--- config.mk ---
export PLATFORM = sky130hd
export DESIGN_NAME = fifo_wr_arbiter
export DESIGN_NICKNAME = d
export VERILOG_FILES = /design/src/rtl/fifo_wr_arbiter.sv
export SDC_FILE = /design/constraint.sdc
export NUM_CORES = 1
export LEC_CHECK = 0
export CELL_PAD_IN_SITES_DETAIL_PLACEMENT = 2
export CELL_PAD_IN_SITES_GLOBAL_PLACEMENT = 2
export CORE_UTILIZATION = 10
export CTS_BUF_LIST = sky130_fd_sc_hd__clkbuf_8
export DETAILED_ROUTE_END_ITERATION = 8
export PLACE_DENSITY_LB_ADDON = 0.1
export SLEW_MARGIN = 20
export SYNTH_ARGS = -nofsm -noshare
export SYNTH_HDL_FRONTEND = slang
export SYNTH_SLANG_ARGS = --single-unit
--- constraint.sdc ---
create_clock -name clk -period 2.2 [get_ports clk]
set_clock_uncertainty 0.15 [all_clocks]
set_input_delay 0.33 -clock clk [delete_from_list [all_inputs] [get_ports clk]]
set_output_delay 0.33 -clock clk [all_outputs]
set_load 0.03 [all_outputs]
--- src/rtl/fifo_wr_arbiter.sv ---
// Round-robin, burst-locked arbiter for the single write port of a sync FIFO.
// A grantee keeps the port until req_last or MAX_BURST words, so packets land contiguously.
//
// Ports:
//   clk, rst    clock and synchronous active-high reset
//   req_valid   per-requester word valid
//   req_data    requester i data at [i*WIDTH +: WIDTH]
//   req_last    word is the last of that requester's packet
//   req_ready   word accepted this cycle when valid & ready
//   fifo_full   FIFO full flag
//   fifo_wr_en  FIFO write strobe
//   fifo_din    FIFO write data (data of grant_id)
//   grant_id    current or last grantee index
//   busy        high while a burst is granted
module fifo_wr_arbiter #(
  parameter int NUM_REQ   = 4,
  parameter int WIDTH     = 64,
  parameter int MAX_BURST = 8
) (
  input  logic                       clk,
  input  logic                       rst,
  input  logic [NUM_REQ-1:0]         req_valid,
  input  logic [NUM_REQ*WIDTH-1:0]   req_data,
  input  logic [NUM_REQ-1:0]         req_last,
  output logic [NUM_REQ-1:0]         req_ready,
  input  logic                       fifo_full,
  output logic                       fifo_wr_en,
  output logic [WIDTH-1:0]           fifo_din,
  output logic [$clog2(NUM_REQ)-1:0] grant_id,
  output logic                       busy
);

  localparam int IW = $clog2(NUM_REQ);
  localparam int CW = $clog2(MAX_BURST + 1);

  typedef enum logic {
    IDLE,
    BURST
  } state_t;

  state_t        state, state_d;
  logic [IW-1:0] rr_ptr, rr_d;
  logic [IW-1:0] grant_d;
  logic [CW-1:0] burst_cnt, cnt_d;
  logic [IW-1:0] pick;
  logic          xfer;
  logic          done;

  // First valid requester after rr_ptr, wrapping modulo NUM_REQ.
  always_comb begin
    pick = '0;
    for (int k = NUM_REQ; k >= 1; k--) begin
      if (req_valid[(int'(rr_ptr) + k) % NUM_REQ])
        pick = IW'((int'(rr_ptr) + k) % NUM_REQ);
    end
  end

  assign busy       = (state == BURST);
  assign xfer       = busy & req_valid[grant_id] & ~fifo_full;
  assign fifo_wr_en = xfer;
  assign fifo_din   = req_data[int'(grant_id)*WIDTH +: WIDTH];
  assign req_ready  = (busy && !fifo_full)
                    ? (NUM_REQ'(1) << grant_id)
                    : '0;

  // Last and cap on the same word collapse into one exit.
  assign done = xfer & (req_last[grant_id] |
                (burst_cnt == CW'(MAX_BURST - 1)));

  always_comb begin
    state_d = state;
    rr_d    = rr_ptr;
    grant_d = grant_id;
    cnt_d   = burst_cnt;
    case (state)
      IDLE: begin
        if (|req_valid) begin
          grant_d = pick;
          cnt_d   = '0;
          state_d = BURST;
        end
      end
      BURST: begin
        if (done) begin
          cnt_d   = '0;
          rr_d    = grant_id;
          state_d = IDLE;
        end else if (xfer) begin
          cnt_d = burst_cnt + CW'(1);
        end
      end
      default: state_d = IDLE;
    endcase
  end

  always_ff @(posedge clk) begin
    if (rst) begin
      state     <= IDLE;
      rr_ptr    <= IW'(NUM_REQ - 1);
      grant_id  <= '0;
      burst_cnt <= '0;
    end else begin
      state     <= state_d;
      rr_ptr    <= rr_d;
      grant_id  <= grant_d;
      burst_cnt <= cnt_d;
    end
  end

endmodule

== Word level (Yosys, flattened, before mapping) ==
Index checks and enable logic that the tools add are counted.

* Register bits after elaboration: 9
* Bits of input ports: 267
* Word-level logic and storage cells: 67

* $add $sub $neg: 5
* Order comparisons: 5
* Equality and inequality tests: 3
* Shifts and indexed selects: 2
* Mux-type cells: 28
* Bitwise gates (word level): 10
* Reductions and logical operators: 10

{| class="wikitable"
|+ Operators with widths
! kind !! count
|-
| $shiftx 256x9->64 || 1
|-
| $lt 3x4->1 const B || 4
|-
| $mux 4 || 4
|-
| $bmux 1 s2 || 6
|-
| $mux 1 || 12
|-
| $mux 2 || 4
|-
| $pmux 4 s2 || 1
|-
| $reduce_or 2->1 || 4
|-
| $reduce_and 2->1 || 3
|-
| $add 2x1->2 const B || 2
|-
| $add 2x2->2 const B || 2
|-
| $add 4x1->4 const B || 1
|-
| $and 1x1->1 const A || 4
|-
| $eq 4x3->1 const B || 1
|-
| $reduce_or 4->1 || 1
|-
| $shl 1x2->4 const A || 1
|-
| $and 1x1->1 || 3
|-
| $lt 2x3->1 const B || 1
|-
| $ne 3x1->1 const B || 1
|-
| $ne 2x2->1 const B || 1
|-
| $not 1->1 || 2
|-
| $pmux 1 s2 || 1
|-
| $logic_and 1x1->1 || 1
|-
| $logic_not 1->1 || 1
|-
| $or 1x1->1 || 1
|}

== Longest topological paths before layout ==
* Depth after elaboration: 10
* Gate-level depth with buffers: 6
* Depth with buffers taken out: 5

== Least setup slack after synthesis ==
Ideal clock, no wire load.

* Path kind: reg-to-output
* From: register grant_id[0]
* To: output port fifo_din[11]
* Arrival time: 1.918 ns
* Required time: 1.720 ns
* Setup slack: -0.198 ns
* Stages on the path, launching flop included: 5
* Buffers on the path: 3
* Cell sequence: dfxtp_1 buf_6 buf_2 buf_2 mux4_2

* Longest elaborated chain between the ends: 1

{| class="wikitable"
|+ Ends and longest elaborated chain
! item !! RTL line !! RTL
|-
| start: declaration || 29 || <nowiki>output logic [$clog2(NUM_REQ)-1:0] grant_id,</nowiki>
|-
| start signal: assignment || 105 || <nowiki>grant_id <= grant_d;</nowiki>
|-
| $shiftx 256x9->64 || 61 || <nowiki>assign fifo_din = req_data[int'(grant_id)*WIDTH +: WIDTH];</nowiki>
|-
| end: declaration || 28 || <nowiki>output logic [WIDTH-1:0] fifo_din,</nowiki>
|}

No other way between the ends.

== Final worst setup path ==
* From: register grant_id[0]
* To: output port fifo_din[18]

Same word-level chain as after synthesis.

==> summary.md <==
| Metric | Value |
|---|---|
| Outcome | `finished clean` |
| Placed Instances | `761` |
| Max-Cap Viols | `0` |
| Hold slack | `0.3423 ns` |
| Placed wire-length estimate | `17.82 mm` |
| Critical path data arrival time | `1.71 ns` |
| Fin util | `0.3009` |
| Post-synthesis simple-gate area fraction | `0.07439` |
| Delay-heaviest family, CP | `buffers and inverters` |
| Layout cell share with drive strength beyond 1 | `0.3605` |
| Pre-antenna DRT Iters | `4` |
| DRC violations left | `0` |
| WHS Endpoint | `burst_cnt[0]` |
| Seq/Total Area, Yosys | `0.08638` |
| Global-route usage over all layers | `0.1826` |
| Adder-cell share of the synthesized area | `0.005999` |
| CTS root buf | `clkbuf_8` |
| Clk buf depth | `2` |
| CP max FO | `9` |
| Hold_sp | `burst_cnt[0]` |
| CTS tree | `built` |
| Yosys warning count | `0` |
| Final worst path period share | `0.9951` |
| Critical Path Max Stage Delay | `0.50 ns` |
| Initial core utilization | `0.1024` |
| Final RePlAce weighted congestion | `0.8707` |
| Hold depth | `2` |
| Clk Latency, worst-skew pair | `0.23 ns` |
| Row count | `52` |
| Non-Filler Instances | `790` |
| Avg Inst Size Synth | `14.09 µm²` |
| Finish-stage setup viols | `0` |
| Vias in the first global route | `3340` |
| Reg clk slew, reported paths | `0.05 ns` |
| Library cells used by synthesis | `33` |
| Largest family of logic cells by synthesized area | `multiplexers` |
| First-pass GRT wire length | `27.97 mm` |
| CP Launch Type | `flip-flop` |
| Initial antenna violation count | `5` |
| Port Buf Inserts | `338` |
| DP Worst Slack | `-0.1559 ns` |
| Total CTS buffers | `3` |
| Crit path capture type | `primary output` |
| Post-CTS Hold Buffers | `0` |
| Via Count | `3183` |
| Nets | `785` |
| Placeable Area | `20360 µm²` |
| R2R depth | `7` |
| Global route overflow | `0` |
| Max_slew headroom | `0.6913` |
| Post-synthesis xor/xnor area fraction | `0` |
| ANT nets after route | `0` |
| Final WS setup | `0.01082 ns` |
| Most common cell after layout, fill and taps aside | `clkdlybuf4s50_1` |
| F_max | `456.8 MHz` |
| Crit path cell chain | `buf_12 > clkbuf_16 > mux4_2 > clkdlybuf4s15_2` |
| Routed wire length per instance | `25.72 µm` |
| Number of DRC markers in iteration 0 | `116` |
| Worst reg2reg path startpoint | `grant_id[0]` |
| PwrDens | `356.9 nW/µm²` |
| Slowest cell on the critical path | `mux4_2` |
| Min-Delay Path Class | `reg2reg` |
| Largest net degree at the start of global routing | `19` |
| Maximum vdd drop | `0.0001839 V` |
| Critical setup path kind | `reg2out` |
| Synthesized cell area | `2086 µm²` |
| CTS sink count | `9` |
| Die Y | `146.4 µm` |
| Final hold vios | `0` |
| Placed Area | `5864 µm²` |
| Mux cell area share after synthesis | `0.7115` |
| Gate Count Post-Synth | `148` |
| Io pins | `339` |
| Minimum clock period | `2.189 ns` |
| Yosys reg bits | `9` |
| Syn nets | `416` |
| Unrepaired setup endpoints after global routing | `true` |
| Tightest Pin Transition | `0.4616 ns` |
| Worst r2r dst | `rr_ptr[0]` |
| Design Area, Final | `6128 µm²` |
| Flop-to-flop setup slack | `0.11 ns` |
| Post-synthesis compound-gate area fraction | `0.07499` |
| Final wirelength | `20.32 mm` |
| CTS H-Tree Depth | `1` |
| P_leak | `2.227 nW` |
| Most frequent cells in the layout | `267 x clkdlybuf4s50_1, 65 x mux4_2, 65 x buf_4, 12 x nor2_1, 10 x clkbuf_2` |
| Die area | `21440 µm²` |
| CP Data Required Time | `1.72 ns` |
| P&R area growth vs syn | `193.8%` |
| Max-slew violation count | `0` |
| Crit path buf inv count | `3` |
| Via/cell ratio | `4.029` |
| Die width | `146.4 µm` |
[layout make-up]
cell class / instances / area (µm²)
clock inverters: 1 / 3.754
fillers: 2202 / 14240
inverters: 4 / 15.01
diodes: 4 / 10.01
clock buffers: 3 / 41.29
repair buffers: 381 / 3712
multi-input cells: 118 / 1821
flip-flops and latches: 9 / 187.7
well taps: 270 / 337.8
[logic make-up (layout without fill, tap and decap cells)]
logic type,count (synthesis),after routing
mux,67,67
simple gates,28,28
compound gates,22,22
buf+inv,21,389
flops,9,9
fa+ha+maj,1,1
other cells,0,4
[worst reg2reg max path, delay by kind of cell (launching register included)]
kind	cells	cell delay, ns
flip-flops	1	0.39
multiplexers	1	0.54
AND/OR/NAND/NOR	2	0.12
buffers and inverters	2	0.30
AO/OA/AOI/OAI	2	0.48
[per-layer routing]
layer	global-route usage	up-vias	wire length (µm)
met5	0	-	13
met4	0.01771	2	129
met3	0.04188	8	1102
met2	0.3314	127	10660
met1	0.2254	1632	8414
li1	-	1414	-
[how the worst max path moves through the flow]
stage,depth (start not counted),end,slack (ns),startpoint
after floorplan,4,fifo_din[11],0.01,grant_id[0]
after global placement,3,fifo_din[36],-0.16,req_data[100]
after detailed placement,3,fifo_din[36],-0.16,req_data[100]
after CTS,7,fifo_wr_en,-0.04,grant_id[0]
after global routing,4,fifo_din[38],-0.03,grant_id[0]
final,4,fifo_din[18],0.01,grant_id[0]
[synth_stat cells, drive strengths merged]
library cell | n | share of area
a211o | 1 | 0.0042
a21oi | 9 | 0.022
a311oi | 1 | 0.0042
a31o | 1 | 0.0042
a31oi | 2 | 0.0090
and3 | 1 | 0.0030
buf | 10 | 0.027
clkbuf | 7 | 0.013
dfxtp | 9 | 0.086
ha | 1 | 0.0060
inv | 4 | 0.0072
mux2i | 2 | 0.0096
mux4 | 65 | 0.70
nand2 | 2 | 0.0048
nand2b | 2 | 0.0060
nand3 | 2 | 0.0048
nand3b | 2 | 0.0072
nand4bb | 1 | 0.0054
nor2 | 13 | 0.023
nor3 | 1 | 0.0024
nor3b | 2 | 0.0072
nor4bb | 1 | 0.0048
o211ai | 1 | 0.0036
o21ai | 3 | 0.0072
o21bai | 1 | 0.0036
o22ai | 2 | 0.013
o32a | 1 | 0.0048
or3b | 1 | 0.0054
[metrics by stage]
stage	total power [mW]	setup TNS (ns)
floorplan	0.9934	0
global placement	1.930	-2.315
detailed placement	1.948	-2.724
CTS	2.130	-0.05247
global route	2.303	-0.1582
finish	2.187	0
[flip-flops by register name, indices dropped and copies added (netlist names)]
signal     cells
rr_ptr         2
grant_id       2
busy           1
burst_cnt      4
[where the power goes]
part | leakage [nW] | total, mW | internal [mW] | switching (mW)
clock | 0.0269 | 0.193 | 0.122 | 0.0706
combinational | 2.13 | 1.81 | 1.03 | 0.774
sequential | 0.0748 | 0.188 | 0.171 | 0.0165
[repair_timing]
item | CTS | global route
pin swaps | 0 | 2
buffers inserted | 0 | 18
gates resized for setup | 62 | 42
setup endpoints to repair | 48 | 56
endpoints found under the hold margin | 0 | 0
cloned | 0 | 3
(Power assumes the default switching activity.)
